--- src/rtl/flocra_rx_cfg_axi_if.sv ---
// AXI4-Lite bus bundle between the PS initiator and the RX chain configuration block.
interface flocra_rx_cfg_axi_if #(
    parameter int ADDR_WIDTH = 19,
    parameter int DATA_WIDTH = 32
);
    logic [ADDR_WIDTH-1:0]   awaddr;
    logic [2:0]              awprot;
    logic                    awvalid;
    logic                    awready;
    logic [DATA_WIDTH-1:0]   wdata;
    logic [DATA_WIDTH/8-1:0] wstrb;
    logic                    wvalid;
    logic                    wready;
    logic [1:0]              bresp;
    logic                    bvalid;
    logic                    bready;
    logic [ADDR_WIDTH-1:0]   araddr;
    logic [2:0]              arprot;
    logic                    arvalid;
    logic                    arready;
    logic [DATA_WIDTH-1:0]   rdata;
    logic [1:0]              rresp;
    logic                    rvalid;
    logic                    rready;

    modport master (
        output awaddr, awprot, awvalid, wdata, wstrb, wvalid, bready,
        output araddr, arprot, arvalid, rready,
        input  awready, wready, bresp, bvalid, arready, rdata, rresp, rvalid
    );

    modport slave (
        input  awaddr, awprot, awvalid, wdata, wstrb, wvalid, bready,
        input  araddr, arprot, arvalid, rready,
        output awready, wready, bresp, bvalid, arready, rdata, rresp, rvalid
    );
endinterface

--- src/rtl/flocra_rx_cfg_axi.sv ---
// AXI4-Lite register block holding RX0/RX1 decimation, DDS source and chain reset, plus a write counter.
//
// state  | meaning
// W_IDLE | waiting for address and data valid together
// W_ACK  | awready/wready high, write commits on the next edge
// W_RESP | bvalid held until bready
// R_IDLE | waiting for arvalid
// R_ACK  | arready high, read data captured on the next edge
// R_DATA | rvalid held until rready
module flocra_rx_cfg_axi #(
    parameter int C_S0_AXI_ADDR_WIDTH = 19,
    parameter int C_S0_AXI_DATA_WIDTH = 32
) (
    input  logic               s0_axi_aclk,
    input  logic               s0_axi_aresetn,
    flocra_rx_cfg_axi_if.slave s0_axi,
    output logic [9:0]         rx0_rate_o,
    output logic [1:0]         rx0_dds_source_o,
    output logic               rx0_rst_n_o,
    output logic [9:0]         rx1_rate_o,
    output logic [1:0]         rx1_dds_source_o,
    output logic               rx1_rst_n_o
);
    localparam int AW = C_S0_AXI_ADDR_WIDTH;
    localparam logic [1:0] RESP_OKAY   = 2'b00;
    localparam logic [1:0] RESP_SLVERR = 2'b10;

    typedef enum logic [1:0] {W_IDLE, W_ACK, W_RESP} w_state_e;
    typedef enum logic [1:0] {R_IDLE, R_ACK, R_DATA} r_state_e;

    w_state_e w_state, w_next;
    r_state_e r_state, r_next;

    logic [12:0] rx0_ctrl;
    logic [12:0] rx1_ctrl;
    logic [31:0] scratch;
    logic [15:0] wrcnt;
    logic [1:0]  bresp_q;
    logic [1:0]  rresp_q;
    logic [C_S0_AXI_DATA_WIDTH-1:0] rdata_q;

    logic        wr_err;
    logic [1:0]  wr_sel;
    logic [31:0] wr_old;
    logic [31:0] wr_new;
    logic        rd_err;
    logic [31:0] rd_val;
    logic        unused_bits;

    function automatic logic [31:0] merge_bytes(input logic [31:0] old_v,
                                                input logic [31:0] new_v,
                                                input logic [3:0]  strb);
        logic [31:0] res;
        res = old_v;
        for (int b = 0; b < 4; b++) begin
            if (strb[b]) res[8*b +: 8] = new_v[8*b +: 8];
        end
        return res;
    endfunction

    always_ff @(posedge s0_axi_aclk or negedge s0_axi_aresetn) begin
        if (!s0_axi_aresetn) begin
            w_state <= W_IDLE;
            r_state <= R_IDLE;
        end else begin
            w_state <= w_next;
            r_state <= r_next;
        end
    end

    always_comb begin
        w_next = w_state;
        case (w_state)
            W_IDLE:  if (s0_axi.awvalid && s0_axi.wvalid) w_next = W_ACK;
            W_ACK:   w_next = W_RESP;
            W_RESP:  if (s0_axi.bready) w_next = W_IDLE;
            default: w_next = W_IDLE;
        endcase
    end

    always_comb begin
        r_next = r_state;
        case (r_state)
            R_IDLE:  if (s0_axi.arvalid) r_next = R_ACK;
            R_ACK:   r_next = R_DATA;
            R_DATA:  if (s0_axi.rready) r_next = R_IDLE;
            default: r_next = R_IDLE;
        endcase
    end

    // WRCNT is read-only, so writing it is reported like an unmapped address
    always_comb begin
        wr_sel = s0_axi.awaddr[3:2];
        wr_err = (|s0_axi.awaddr[AW-1:4]) || (wr_sel == 2'd2);
        wr_old = 32'd0;
        case (wr_sel)
            2'd0:    wr_old = {19'd0, rx0_ctrl};
            2'd1:    wr_old = {19'd0, rx1_ctrl};
            2'd3:    wr_old = scratch;
            default: wr_old = 32'd0;
        endcase
        wr_new = merge_bytes(wr_old, s0_axi.wdata, s0_axi.wstrb);
    end

    always_comb begin
        rd_err = |s0_axi.araddr[AW-1:4];
        rd_val = 32'd0;
        if (!rd_err) begin
            case (s0_axi.araddr[3:2])
                2'd0:    rd_val = {19'd0, rx0_ctrl};
                2'd1:    rd_val = {19'd0, rx1_ctrl};
                2'd2:    rd_val = {16'd0, wrcnt};
                default: rd_val = scratch;
            endcase
        end
    end

    always_ff @(posedge s0_axi_aclk or negedge s0_axi_aresetn) begin
        if (!s0_axi_aresetn) begin
            rx0_ctrl <= 13'd0;
            rx1_ctrl <= 13'd0;
            scratch  <= 32'd0;
            wrcnt    <= 16'd0;
            bresp_q  <= RESP_OKAY;
            rresp_q  <= RESP_OKAY;
            rdata_q  <= '0;
        end else begin
            if (w_state == W_ACK) begin
                bresp_q <= wr_err ? RESP_SLVERR : RESP_OKAY;
                if (!wr_err) begin
                    case (wr_sel)
                        2'd0:    rx0_ctrl <= wr_new[12:0];
                        2'd1:    rx1_ctrl <= wr_new[12:0];
                        2'd3:    scratch  <= wr_new;
                        default: ;
                    endcase
                    wrcnt <= wrcnt + 16'd1;
                end
            end
            // Registers only change at the commit edge, so a read captured on that edge sees the old value
            if (r_state == R_ACK) begin
                rdata_q <= rd_val;
                rresp_q <= rd_err ? RESP_SLVERR : RESP_OKAY;
            end
        end
    end

    assign s0_axi.awready = (w_state == W_ACK);
    assign s0_axi.wready  = (w_state == W_ACK);
    assign s0_axi.bvalid  = (w_state == W_RESP);
    assign s0_axi.bresp   = bresp_q;
    assign s0_axi.arready = (r_state == R_ACK);
    assign s0_axi.rvalid  = (r_state == R_DATA);
    assign s0_axi.rdata   = rdata_q;
    assign s0_axi.rresp   = rresp_q;

    assign rx0_rate_o       = rx0_ctrl[9:0];
    assign rx0_dds_source_o = rx0_ctrl[11:10];
    assign rx0_rst_n_o      = rx0_ctrl[12];
    assign rx1_rate_o       = rx1_ctrl[9:0];
    assign rx1_dds_source_o = rx1_ctrl[11:10];
    assign rx1_rst_n_o      = rx1_ctrl[12];

    assign unused_bits = ^{s0_axi.awprot, s0_axi.arprot, s0_axi.awaddr[1:0], s0_axi.araddr[1:0]};
endmodule

--- src/flat_wrapper.sv ---
// flat-port wrapper written by rule: the top's interface ports become plain ports
module flocra_rx_cfg_axi_flat 
#(
    parameter int C_S0_AXI_ADDR_WIDTH = 19,
    parameter int C_S0_AXI_DATA_WIDTH = 32
)
  (s0_axi_aclk, s0_axi_aresetn, rx0_rate_o, rx0_dds_source_o, rx0_rst_n_o, rx1_rate_o, rx1_dds_source_o, rx1_rst_n_o, s0_axi_awaddr, s0_axi_awprot, s0_axi_awvalid, s0_axi_wdata, s0_axi_wstrb, s0_axi_wvalid, s0_axi_bready, s0_axi_araddr, s0_axi_arprot, s0_axi_arvalid, s0_axi_rready, s0_axi_awready, s0_axi_wready, s0_axi_bresp, s0_axi_bvalid, s0_axi_arready, s0_axi_rdata, s0_axi_rresp, s0_axi_rvalid);
  flocra_rx_cfg_axi_if #(.ADDR_WIDTH(19), .DATA_WIDTH(32)) s0_axi_i ();
  input  logic s0_axi_aclk;
  input  logic s0_axi_aresetn;
  output logic [9:0] rx0_rate_o;
  output logic [1:0] rx0_dds_source_o;
  output logic rx0_rst_n_o;
  output logic [9:0] rx1_rate_o;
  output logic [1:0] rx1_dds_source_o;
  output logic rx1_rst_n_o;
  input wire logic [$bits(s0_axi_i.awaddr)-1:0] s0_axi_awaddr;
  input wire logic [$bits(s0_axi_i.awprot)-1:0] s0_axi_awprot;
  input wire logic [$bits(s0_axi_i.awvalid)-1:0] s0_axi_awvalid;
  input wire logic [$bits(s0_axi_i.wdata)-1:0] s0_axi_wdata;
  input wire logic [$bits(s0_axi_i.wstrb)-1:0] s0_axi_wstrb;
  input wire logic [$bits(s0_axi_i.wvalid)-1:0] s0_axi_wvalid;
  input wire logic [$bits(s0_axi_i.bready)-1:0] s0_axi_bready;
  input wire logic [$bits(s0_axi_i.araddr)-1:0] s0_axi_araddr;
  input wire logic [$bits(s0_axi_i.arprot)-1:0] s0_axi_arprot;
  input wire logic [$bits(s0_axi_i.arvalid)-1:0] s0_axi_arvalid;
  input wire logic [$bits(s0_axi_i.rready)-1:0] s0_axi_rready;
  output wire logic [$bits(s0_axi_i.awready)-1:0] s0_axi_awready;
  output wire logic [$bits(s0_axi_i.wready)-1:0] s0_axi_wready;
  output wire logic [$bits(s0_axi_i.bresp)-1:0] s0_axi_bresp;
  output wire logic [$bits(s0_axi_i.bvalid)-1:0] s0_axi_bvalid;
  output wire logic [$bits(s0_axi_i.arready)-1:0] s0_axi_arready;
  output wire logic [$bits(s0_axi_i.rdata)-1:0] s0_axi_rdata;
  output wire logic [$bits(s0_axi_i.rresp)-1:0] s0_axi_rresp;
  output wire logic [$bits(s0_axi_i.rvalid)-1:0] s0_axi_rvalid;
  assign s0_axi_i.awaddr = s0_axi_awaddr;
  assign s0_axi_i.awprot = s0_axi_awprot;
  assign s0_axi_i.awvalid = s0_axi_awvalid;
  assign s0_axi_i.wdata = s0_axi_wdata;
  assign s0_axi_i.wstrb = s0_axi_wstrb;
  assign s0_axi_i.wvalid = s0_axi_wvalid;
  assign s0_axi_i.bready = s0_axi_bready;
  assign s0_axi_i.araddr = s0_axi_araddr;
  assign s0_axi_i.arprot = s0_axi_arprot;
  assign s0_axi_i.arvalid = s0_axi_arvalid;
  assign s0_axi_i.rready = s0_axi_rready;
  assign s0_axi_awready = s0_axi_i.awready;
  assign s0_axi_wready = s0_axi_i.wready;
  assign s0_axi_bresp = s0_axi_i.bresp;
  assign s0_axi_bvalid = s0_axi_i.bvalid;
  assign s0_axi_arready = s0_axi_i.arready;
  assign s0_axi_rdata = s0_axi_i.rdata;
  assign s0_axi_rresp = s0_axi_i.rresp;
  assign s0_axi_rvalid = s0_axi_i.rvalid;
  flocra_rx_cfg_axi #(.C_S0_AXI_ADDR_WIDTH(C_S0_AXI_ADDR_WIDTH), .C_S0_AXI_DATA_WIDTH(C_S0_AXI_DATA_WIDTH)) u_core (.s0_axi_aclk(s0_axi_aclk), .s0_axi_aresetn(s0_axi_aresetn), .s0_axi(s0_axi_i), .rx0_rate_o(rx0_rate_o), .rx0_dds_source_o(rx0_dds_source_o), .rx0_rst_n_o(rx0_rst_n_o), .rx1_rate_o(rx1_rate_o), .rx1_dds_source_o(rx1_dds_source_o), .rx1_rst_n_o(rx1_rst_n_o));
endmodule
--- config.mk ---
export PLATFORM = sky130hd
export DESIGN_NAME = flocra_rx_cfg_axi_flat
export DESIGN_NICKNAME = d
export VERILOG_FILES = /design/src/rtl/flocra_rx_cfg_axi_if.sv /design/src/rtl/flocra_rx_cfg_axi.sv /design/src/flat_wrapper.sv
export SDC_FILE = /design/constraint.sdc
export NUM_CORES = 1
export LEC_CHECK = 0
export BUFFER_PORTS_ARGS = -buffer_cell sky130_fd_sc_hd__buf_2
export CORE_ASPECT_RATIO = 2
export CORE_MARGIN = 2
export CORE_UTILIZATION = 47
export DETAILED_ROUTE_END_ITERATION = 16
export GPL_ROUTABILITY_DRIVEN = 0
export MAX_ROUTING_LAYER = met4
export PLACE_DENSITY = 0.88
export SLEW_MARGIN = 20
export SYNTH_ARGS = -nofsm -noshare
export SYNTH_HDL_FRONTEND = slang
export SYNTH_SLANG_ARGS = --single-unit
--- constraint.sdc ---
create_clock -name s0_axi_aclk -period 2.05 [get_ports s0_axi_aclk]
set_clock_uncertainty 0.2 [all_clocks]
set_input_delay 0.205 -clock s0_axi_aclk [delete_from_list [all_inputs] [get_ports s0_axi_aclk]]
set_output_delay 0.205 -clock s0_axi_aclk [all_outputs]
set_load 0.02 [all_outputs]
* Yosys cells after proc, flatten, opt, wreduce, memory -nomap -nowiden
Index checks and enable logic that the tools add are counted.
Operators by class: bitwise logic cells 1, reductions and logical operators 17, mux-type cells 15, $add $sub $neg 1, equality and inequality tests 16
Operator list (number):
- $pmux W32 S3 | 1
- $pmux W32 S2 | 1
- $mux W32 | 1
- $mux W8 | 4
- $reduce_or A15 Y1 | 2
- $add A16 B1 Y16 const B | 1
- $mux W2 | 6
- $ne A2 B2 Y1 const B | 6
- $pmux W2 S3 | 2
- $reduce_and A4 Y1 | 3
- $eq A2 B2 Y1 const B | 5
- $reduce_and A3 Y1 | 3
- $eq A2 B1 Y1 const B | 4
- $logic_not A2 Y1 | 4
- $reduce_and A2 Y1 | 3
- $ne A2 B1 Y1 const B | 1
- $logic_and A1 B1 Y1 | 1
- $logic_or A1 B1 Y1 | 1
- $not A1 Y1 | 1
Word-level totals: output and inout bits 67, bits of input ports 87, flip-flop bits (word level) 114

* Depth between registers and ports, before layout
Gate-level depths: netlist of the first run.
word-level depth 4, gate-level depth with buffers 7, mapped depth without buffers 4

* Least setup slack after synthesis of the first run
No wires, ideal clock.
path kind register to register, from reg u_core.w_state[1], to reg u_core.scratch[24], period minus slack after synthesis 2.239 ns, cell stages (with the launch flop) 6, path buffers 1, arrival time 1.915 ns, setup time 0.125 ns, slack -0.189 ns, required time 1.725 ns, cell sequence dfrtp_1 -> and2b_1 -> nand3_2 -> buf_4 -> nor4_4 -> mux2_2
On the way: cells in the longest elaborated chain, start to end 2
Ends and longest elaborated chain:
- from (decl) | line flocra_rx_cfg_axi.sv:31 | w_state_e w_state, w_next;
- from (signal assigned) | line flocra_rx_cfg_axi.sv:66 | w_state <= w_next;
- $eq A2 B1 Y1
- via s0_axi_awready | line flat_wrapper.sv:28 | output wire logic [$bits(s0_axi_i.awready)-1:0] s0_axi_awready;
- $reduce_and A4 Y1 (no source line)
- to (signal assigned) | line flocra_rx_cfg_axi.sv:134 | 2'd3: scratch <= wr_new;
- to (decl) | line flocra_rx_cfg_axi.sv:36 | logic [31:0] scratch;
The timed path passes the listed nets, and every way through them passes these cells. A chain may end at the register's enable or synchronous reset.

* Final worst setup path of the first run
from reg u_core.w_state[1], to reg u_core.rx0_ctrl[6]
On the way: cells in the longest elaborated chain, start to end 2
Ends and longest elaborated chain:
- $eq A2 B1 Y1 | line flocra_rx_cfg_axi.sv:128 | if (w_state == W_ACK) begin
- $reduce_and A3 Y1 (no source line)
- to (signal assigned) | line flocra_rx_cfg_axi.sv:132 | 2'd0: rx0_ctrl <= wr_new[12:0];
- to (decl) | line flocra_rx_cfg_axi.sv:34 | logic [12:0] rx0_ctrl;
No other way between the ends.

==> results of run 1 <==
Yosys cell counts (2+ instances only):
library cell / instances / area share
buf_4: 8 / 0.011
a22o_1: 29 / 0.048
and4_1: 3 / 0.0049
o21ai_0: 2 / 0.0019
nand2b_1: 4 / 0.0047
mux4_2: 13 / 0.055
mux2i_1: 13 / 0.024
a21o_1: 14 / 0.020
nand3_1: 7 / 0.0066
mux2_2: 60 / 0.13
dfrtp_1: 112 / 0.53
nor4_4: 4 / 0.016
nor3_1: 3 / 0.0028
clkbuf_1: 12 / 0.0085
nand4_1: 5 / 0.0059
a211oi_1: 13 / 0.018
nor4b_1: 2 / 0.0033
buf_1: 5 / 0.0035
xnor2_1: 2 / 0.0033
buf_2: 7 / 0.0066
xor2_1: 13 / 0.021
nor2_1: 20 / 0.014
nand2_1: 7 / 0.0049
nor4_1: 16 / 0.019
and2_1: 2 / 0.0024
inv_1: 6 / 0.0042
nor4_2: 2 / 0.0047
a32o_1: 3 / 0.0056
logic make-up (layout without fill, tap and decap cells):
group / Yosys count / in the layout / share of synthesized area
compound gates: 61 / 61 / 0.0935
xor+xnor: 15 / 15 / 0.0247
fa+ha+maj: 1 / 1 / 0.00235
buf+inv: 39 / 218 / 0.0363
flops: 112 / 112 / 0.527
mux: 87 / 87 / 0.209
other cells: 1 / 2 / 0.000706
simple gates: 85 / 85 / 0.106
routing by layer:
layer | GRT usage | share of wire | vias up
met2 | 0.372 | 0.51 | 183
li1 | - | - | 1854
met4 | 0.0862 | 0.026 | 0
met1 | 0.292 | 0.41 | 2034
met3 | 0.0397 | 0.055 | 32
met5 | - | 0 | -
flip-flops by register name, summed over array words and instances (netlist names):
register / flops
u_core.r_state: 2
u_core.rx0_ctrl: 13
u_core.rx1_ctrl: 13
u_core.s0_axi.bresp: 1
u_core.s0_axi.rdata: 32
u_core.s0_axi.rresp: 1
u_core.scratch: 32
u_core.w_state: 2
u_core.wrcnt: 16
power by group through the flow:
stage	logic (µW)	registers, µW	clock network, µW
after floorplan	243	2280	0
after global placement	457	2280	0
final	511	2240	1760
after global routing	560	2250	1880
after CTS	510	2240	1790
after detailed placement	472	2290	0
worst reg2reg max path, stage by stage, from the launching register on:
cell and delay, ns:
dfrtp_1 0.40, and2b_4 0.29, nand3_4 0.13, nor4b_4 0.37
buf_6 0.22, mux2_4 0.32
worst paths after layout:
kind	startpoint	end	slack [ns]	cells after the start
worst max-delay path	u_core.w_state[1]	u_core.rx0_ctrl[6]	0.006	5
worst min-delay path	s0_axi_wdata[0]	u_core.rx1_ctrl[0]	0.03	3
worst max register to register	u_core.w_state[1]	u_core.rx0_ctrl[6]	0.006	5
worst min register to register	u_core.w_state[1]	u_core.w_state[0]	0.26	1
max in group asynchronous	s0_axi_aresetn	u_core.rx1_ctrl[10]	0.93	3
min in group asynchronous	s0_axi_aresetn	u_core.wrcnt[5]	0.13	2
per-stage QoR:
| step | std cells | power (µW) |
|---|---|---|
| CTS | 720 | 4550 |
| global route | 723 | 4680 |
| global placement | 679 | 2740 |
| floorplan | 402 | 2530 |
| detailed placement | 679 | 2760 |
| finish | 723 | 4520 |
area by class of cell:
cell class	count	area (µm²)
clock buffers	9	225
clock inverters	7	70.1
inverters	6	22.5
fillers	857	4200
well taps	142	178
flip-flops and latches	112	2800
repair buffers	196	1270
multi-input cells	251	2380
timing repair:
action                                  CTS  global route
buffers inserted                          0             3
gates resized for setup                   0            13
hold buffers                             25             0
endpoints found under the hold margin   135             0
endpoints found under the setup margin    0            42
==> out/results.ini, run 1 <==
[clocking]
cts.htree.levels = 3
cts_tree = done
root_buffer = clkbuf_16
clk_path_buf_depth = 2
cts_buffers = 9
clkSinkCount = 112
clkLatencyLatePin_ns = 0.36
clk_pin_slew_worst_paths_ns = 0.08

[routing]
dr.pass1.iters = 6
drtAntennaViolNets = 0
drt_iter0_drc = 221
drc_errors = 0
wl_um = 13500
avgViaCountPerCell = 5.67
wire_per_inst_um = 18.6
vias = 4103

[place]
pre_cts_ws_ns = -0.0667
dp_hpwl_um = 9240
placed_area_mm2 = 0.00632
placement.io_buffers = 141

[sta]
finalSetupViolations = 0
whs_ns = 0.0251
hold_violations = 0
fin_crit_ns = 2.04
maxSlewViolCount = 0
fmax_mhz = 489
setup_slack_ns = 0.00580
fin_setup_tns_ns = 0
period_share = 0.997
rsz0062_at_grt = true

[final_layout]
layout_common_cells = buf_2 (140), dfrtp_1 (112), mux2_2 (52)
final_area_mm2 = 0.00695
utilization = 0.623
final_net_count = 664
drive_gt1_frac = 0.466
area_delta_synth_final_pct = 30.7
diodes = 0
final_common_cell = buf_2

[synthesis]
ys_types = 42
synth_seq_area_share = 0.527
synth_warnings = 0
synth-edff-count = 0
synth_cells = 401
synth_area_mm2 = 0.00532
synth_ff_type = dfrtp_1
synth.avg_cell_area_um2 = 13.3
ys_ff_latch = 112
ys_async_sr_fraction = 1.00

[global_routing]
grt_max_degree = 49
grt-ovfl-total = 0
grt_pass1_wl_um = 21300
grt_usage = 0.231
antenna_found_initial = 0
grt_pass1_vias = 4183

[setup_path]
crit_path_top_delay_cell = dfrtp_1
path_cells = and2b_4 > nand3_4 > nor4b_4 > buf_6 > mux2_4
crit_fanout = 7
cp-end-kind = flip-flop
cp-start-kind = flip-flop
cp_top_family = simple AND/OR/NAND/NOR gates
criticalPathCategory = flip-flop to flip-flop
path_buf_inv = 1
worstPathArrival_ns = 2.08
slowest_delay_ns = 0.40
worst-endpoint-required_ns = 2.09

[power]
p_int_uw = 3300
clock_power_share = 0.390
peakVddDrop_mv = 0.540
p_switching_uw = 1220
switching_share = 0.271
comb_power_share = 0.113
leakage_uw = 0.00369
power_density_mw_per_mm2 = 651
power_frac_seq = 0.497

[floorplanning]
die_width_um = 79.2
row_count = 55
initial_core_util = 0.477
fp.dieH_um = 154
coreArea_mm2 = 0.0111
dieArea_mm2 = 0.0122
io_pins = 154

[run]
cap_violations = 0

[outcome]
status = complete, no violations

[hold_path]
min-delay-path-class = primary input to flip-flop

(Power assumes the default switching activity.)
==> inputs of run 2 (changes only) <==
ABC_CLOCK_PERIOD_IN_PS = 2570   (was default)
CORE_UTILIZATION = 56   (was 47)
PLACE_DENSITY = 0.95   (was 0.88)
clock period = 2.57 ns   (was 2.05 ns; I/O delays follow)
==> out/results.ini, run 2 (synthesis results as in run 1) <==
[sta]
fin_crit_ns = 2.37  ; +0.324 ns
period_share = 0.921  ; -0.0757
max_slew_margin = 0.603
fin_setup_tns_ns = 0  ; unchanged
whs_ns = 0.0821  ; +0.0570 ns
maxSlewViolCount = 0  ; unchanged
finalSetupViolations = 0  ; unchanged
hold_violations = 0  ; unchanged
fmax_mhz = 422  ; -14%
worst_pin_slew_ns = 0.596
rsz0062_at_grt = false

[power]
leakage_uw = 0.00361  ; -2.3%
power_density_mw_per_mm2 = 543  ; -17%
peakVddDrop_mv = 0.519  ; -4.0%

[clocking]
root_buffer = clkbuf_16
cts_resized = 0  ; unchanged
clk_pin_slew_worst_paths_ns = 0.07  ; about the same
cts.htree.levels = 3  ; unchanged
cts_tree = done
clkSinkCount = 112  ; unchanged
cts_buffers = 9  ; unchanged
clk_path_buf_depth = 2  ; unchanged
clkLatencyLatePin_ns = 0.35  ; about the same

[floorplanning]
fp.dieH_um = 142  ; -8.2%
io_pins = 154  ; unchanged
coreArea_mm2 = 0.00932  ; -16%
initial_core_util = 0.570  ; +0.0934
dieArea_mm2 = 0.0103  ; -15%
die_width_um = 72.9  ; -8.0%
row_count = 50  ; -9.1%

[global_routing]
grt_usage = 0.289  ; +0.0574
grt_pass1_vias = 4530  ; +8.3%
antenna_found_initial = 0  ; unchanged
grt_pass1_wl_um = 22100  ; +3.7%
grt_max_degree = 54  ; +10%
grt-ovfl-total = 0  ; unchanged

[final_layout]
final_common_cell = buf_2
layout_common_cells = buf_2 (140), dfrtp_1 (112), mux2_2 (60)
utilization = 0.721  ; +0.0974
diodes = 0  ; unchanged
area_delta_synth_final_pct = 26.4
final_net_count = 654  ; -1.5%
final_cells = 675  ; -6.6%
drive_gt1_frac = 0.454  ; -0.0128

[setup_path]
worst-endpoint-required_ns = 2.61  ; +0.52 ns
reg2reg_depth = 4  ; -1
cp-start-kind = flip-flop
crit_path_top_delay_cell = nor4_2
crit_fanout = 13  ; +6
cp-end-kind = flip-flop
slowest_delay_ns = 0.57  ; +0.17 ns
criticalPathCategory = flip-flop to flip-flop
path_cells = and2b_1 > nand3_2 > nor4_2 > mux2_2
worstPathArrival_ns = 2.41  ; +0.33 ns

[hold_path]
min-delay-path-class = primary input to flip-flop
holdPathStages = 3  ; unchanged

[place]
dp_hpwl_um = 9690  ; +4.9%
placement.io_buffers = 141  ; unchanged
dp.cells = 634  ; -6.6%

[outcome]
status = complete, no violations

[routing]
wire_per_inst_um = 20.9  ; +12%
vias = 4132  ; +0.71%
drt_iter0_drc = 291  ; +32%
avgViaCountPerCell = 6.12  ; +7.9%
dr.pass1.iters = 4  ; -2
drc_errors = 0  ; unchanged
wl_um = 14100  ; +4.4%
drtAntennaViolNets = 0  ; unchanged

[run]
cap_violations = 0  ; unchanged

==> run 2: changes by cell type in the layout (fill, tap and decap cells not counted), sizes merged <==
cell and change:
clkinvlp +2, clkbuf +2, buf -10, clkinv -1, inv -4, bufinv +1
==> run 2: what timing repair did <==
item | CTS | global route
buffers inserted | 0 | 0
endpoints found under the hold margin | 65 | 0
hold buffers | 25 | 0
==> run 2: final cells by class <==
cell class / instances / area [µm²]
tap: 104 / 130
multi-input combinational: 251 / 2320
clock buffer: 11 / 253
clock inverter: 5 / 63.8
sequential: 112 / 2800
timing repair buffer: 186 / 1120
fill: 573 / 2610
inverter: 6 / 22.5
==> run 2: report_power, final <==
group | switching, µW | total, µW | leakage, µW | internal (µW)
combinational | 248 | 392 | 0.00192 | 143
clock | 648 | 1460 | 0.000146 | 816
sequential | 15.6 | 1790 | 0.00154 | 1780
total | 912 | 3650 | 0.00361 | 2740
==> run 2: final timing paths <==
check                             startpoint             endpoint  slack (ns)
max in group asynchronous     s0_axi_aresetn  u_core.rx0_ctrl[12]        1.24
hold / removal               s0_axi_wdata[4]   u_core.rx0_ctrl[4]        0.08
min in group asynchronous     s0_axi_aresetn   u_core.rx1_ctrl[5]        0.23
setup / recovery           u_core.w_state[1]   u_core.scratch[13]        0.20
setup reg to reg           u_core.w_state[1]   u_core.scratch[13]        0.20
hold reg to reg            u_core.w_state[0]    u_core.w_state[0]        0.26
==> run 2: worst max-delay path, delay by kind of cell (launching register included) <==
family / cells / cell delay (ns)
flip-flops: 1 / 0.40
multiplexers: 1 / 0.39
AND/OR/NAND/NOR: 3 / 1.26
==> run 2: stage by stage <==
| stage | worst slack, ns | power, µW | cell area [µm²] |
|---|---|---|---|
| floorplan | 0.331 | 2010 | 5320 |
| global placement | 0.272 | 2160 | 6150 |
| detailed placement | 0.164 | 2180 | 6150 |
| CTS | 0.181 | 3650 | 6720 |
| global route | 0.0829 | 3760 | 6720 |
| finish | 0.202 | 3650 | 6720 |
==> run 2: routing by layer <==
| layer | share of wire | global-route usage | vias up |
|---|---|---|---|
| met4 | 0.034 | 0.142 | 0 |
| met5 | 0 | - | - |
| li1 | - | - | 1828 |
| met1 | 0.36 | 0.312 | 2039 |
| met2 | 0.55 | 0.500 | 220 |
| met3 | 0.052 | 0.0469 | 45 |
==> inputs of run 3 (changes only) <==
CAP_MARGIN = 20   (was default)
CORE_UTILIZATION = 30   (was 56)
PLACE_DENSITY = 0.63   (was 0.95)
==> out/results.ini, run 3 (synthesis results as in run 1) <==
[setup_path]
cp_top_family = simple AND/OR/NAND/NOR gates
reg2reg_depth = 4  ; unchanged
criticalPathCategory = flip-flop to flip-flop
worstPathArrival_ns = 2.34  ; -0.07 ns
r2r-end = u_core.scratch[14]
crit_fanout = 8  ; -5
rrSetupSlack_ns = 0.28  ; +0.08 ns
cp-start-kind = flip-flop
cp-end-kind = flip-flop
r2r_start = u_core.w_state[1]
path_cells = and2b_1 > nand3_2 > nor4_2 > mux2_2
slowest_delay_ns = 0.57  ; about the same
crit_start = u_core.w_state[1]
crit_path_top_delay_cell = nor4_2
worst-endpoint-required_ns = 2.62  ; about the same
path_buf_inv = 0  ; unchanged

[power]
clock_power_share = 0.404  ; +0.003
p_switching_uw = 964  ; +5.7%
p_int_uw = 2700  ; -1.2%
power_frac_seq = 0.488  ; -0.003
leakage_uw = 0.00362  ; +0.35%
peakVddDrop_mv = 0.298  ; -43%
switching_share = 0.263  ; +0.0129
power_density_mw_per_mm2 = 536  ; -1.4%
comb_power_share = 0.108  ; about the same

[floorplanning]
fp.dieH_um = 192  ; +36%
row_count = 68  ; +36%
initial_core_util = 0.308  ; -0.262
die_width_um = 98.1  ; +35%
io_pins = 154  ; unchanged
dieArea_mm2 = 0.0189  ; +83%
coreArea_mm2 = 0.0173  ; +85%

[final_layout]
final_common_cell = buf_2
final_net_count = 655  ; +0.15%
area_delta_synth_final_pct = 28.9
diodes = 0  ; unchanged
final_area_mm2 = 0.00685  ; +2.0%
layout_common_cells = buf_2 (140), dfrtp_1 (112), mux2_2 (60)
drive_gt1_frac = 0.455  ; +0.000955
final_cells = 782  ; +16%

[hold_path]
worstHoldStart = s0_axi_wdata[8]
holdPathStages = 3  ; unchanged
min-delay-path-class = primary input to flip-flop
hold_path_end = u_core.rx0_ctrl[8]

[sta]
fin_crit_ns = 2.29  ; -0.0799 ns
worst_pin_slew_ns = 0.605  ; +0.00855 ns
fin_setup_tns_ns = 0  ; unchanged
hold_violations = 0  ; unchanged
period_share = 0.890  ; -0.0311
max_slew_margin = 0.597  ; -0.00570
maxSlewViolCount = 0  ; unchanged
fmax_mhz = 437  ; +3.5%
finalSetupViolations = 0  ; unchanged
rsz0062_at_grt = false

[clocking]
cts.htree.levels = 3  ; unchanged
clk_pin_slew_worst_paths_ns = 0.08  ; about the same
cts_buffers = 9  ; unchanged
clk_path_buf_depth = 2  ; unchanged
clkLatencyLatePin_ns = 0.36  ; about the same
cts_tree = done
clkSinkCount = 112  ; unchanged
ctsHoldBuffers = 25  ; unchanged
post_cts_buffers = 0  ; unchanged
root_buffer = clkbuf_16
cts_resized = 0  ; unchanged

[place]
dp.cells = 741  ; +17%
dp_hpwl_um = 10700  ; +10%
placement.io_buffers = 141  ; unchanged
placed_area_mm2 = 0.00629  ; +2.3%

[global_routing]
grt_max_degree = 45  ; -17%
grt_usage = 0.162  ; -0.127
grt_pass1_vias = 4331  ; -4.4%
grt_pass1_wl_um = 22800  ; +3.3%
grt-ovfl-total = 0  ; unchanged
antenna_found_initial = 0  ; unchanged

[routing]
wl_um = 14400  ; +2.1%
wire_per_inst_um = 18.4  ; -12%
drtAntennaViolNets = 0  ; unchanged
dr.pass1.iters = 6  ; +2
avgViaCountPerCell = 5.12  ; -16%
drc_errors = 0  ; unchanged
vias = 4006  ; -3.0%
drt_iter0_drc = 158  ; -46%

[outcome]
status = complete, no violations

[run]
cap_violations = 0  ; unchanged

## run 3: cell count changes in the layout (fill, tap and decap cells not counted)
cell and delta:
buf_4 +1, clkbuf_8 -2, clkinv_2 +1, clkinv_4 +1, clkinvlp_4 -3, inv_6 +2, inv_8 +1
## run 3: how the worst max path moves through the flow
stage	to	cells after the start
4_1_cts	u_core.scratch[14]	4
3_3_place_gp	u_core.scratch[15]	5
3_5_place_dp	u_core.scratch[14]	5
6_report	u_core.scratch[14]	4
2_1_floorplan	u_core.scratch[24]	5
5_1_grt	u_core.rx1_ctrl[2]	5
## run 3: layout make-up
class	instances	area, µm²
inverter	6	22.5
multi-input combinational	251	2320
fill	1624	10400
tap	210	263
clock inverter	7	83.8
sequential	112	2800
timing repair buffer	187	1130
clock buffer	9	225
## run 3: power by group through the flow
stage,combinational [µW],sequential [µW],clock [µW]
final,395,1790,1480
after global routing,430,1790,1600
after CTS,400,1790,1520
after detailed placement,368,1830,0
after global placement,355,1820,0
after floorplan,191,1820,0
## run 3: metrics by stage
stage	util	total power, µW	hold slack [ns]	worst slack (ns)
final	0.397	3670	0.0737	0.282
after floorplan	-	2010	-0.239	0.331
after global routing	0.397	3830	0.0683	0.163
after detailed placement	0.364	2190	0.101	0.240
after CTS	0.397	3710	0.0603	0.237
after global placement	0.364	2180	0.0829	0.273
## run 3: worst reg2reg max path, stage by stage (launching register included)
cell and delay, ns:
dfrtp_1 0.39, and2b_1 0.29, nand3_2 0.32, nor4_2 0.57
mux2_2 0.40
## run 3: per-layer routing
| metal | vias up | track usage | routed length [µm] | part of all wire |
|---|---|---|---|---|
| li1 | 1827 | - | - | - |
| met4 | 0 | 0.0753 | 393 | 0.027 |
| met2 | 138 | 0.292 | 7850 | 0.55 |
| met5 | - | - | 0 | 0 |
| met3 | 27 | 0.0291 | 701 | 0.049 |
| met1 | 2014 | 0.169 | 5420 | 0.38 |
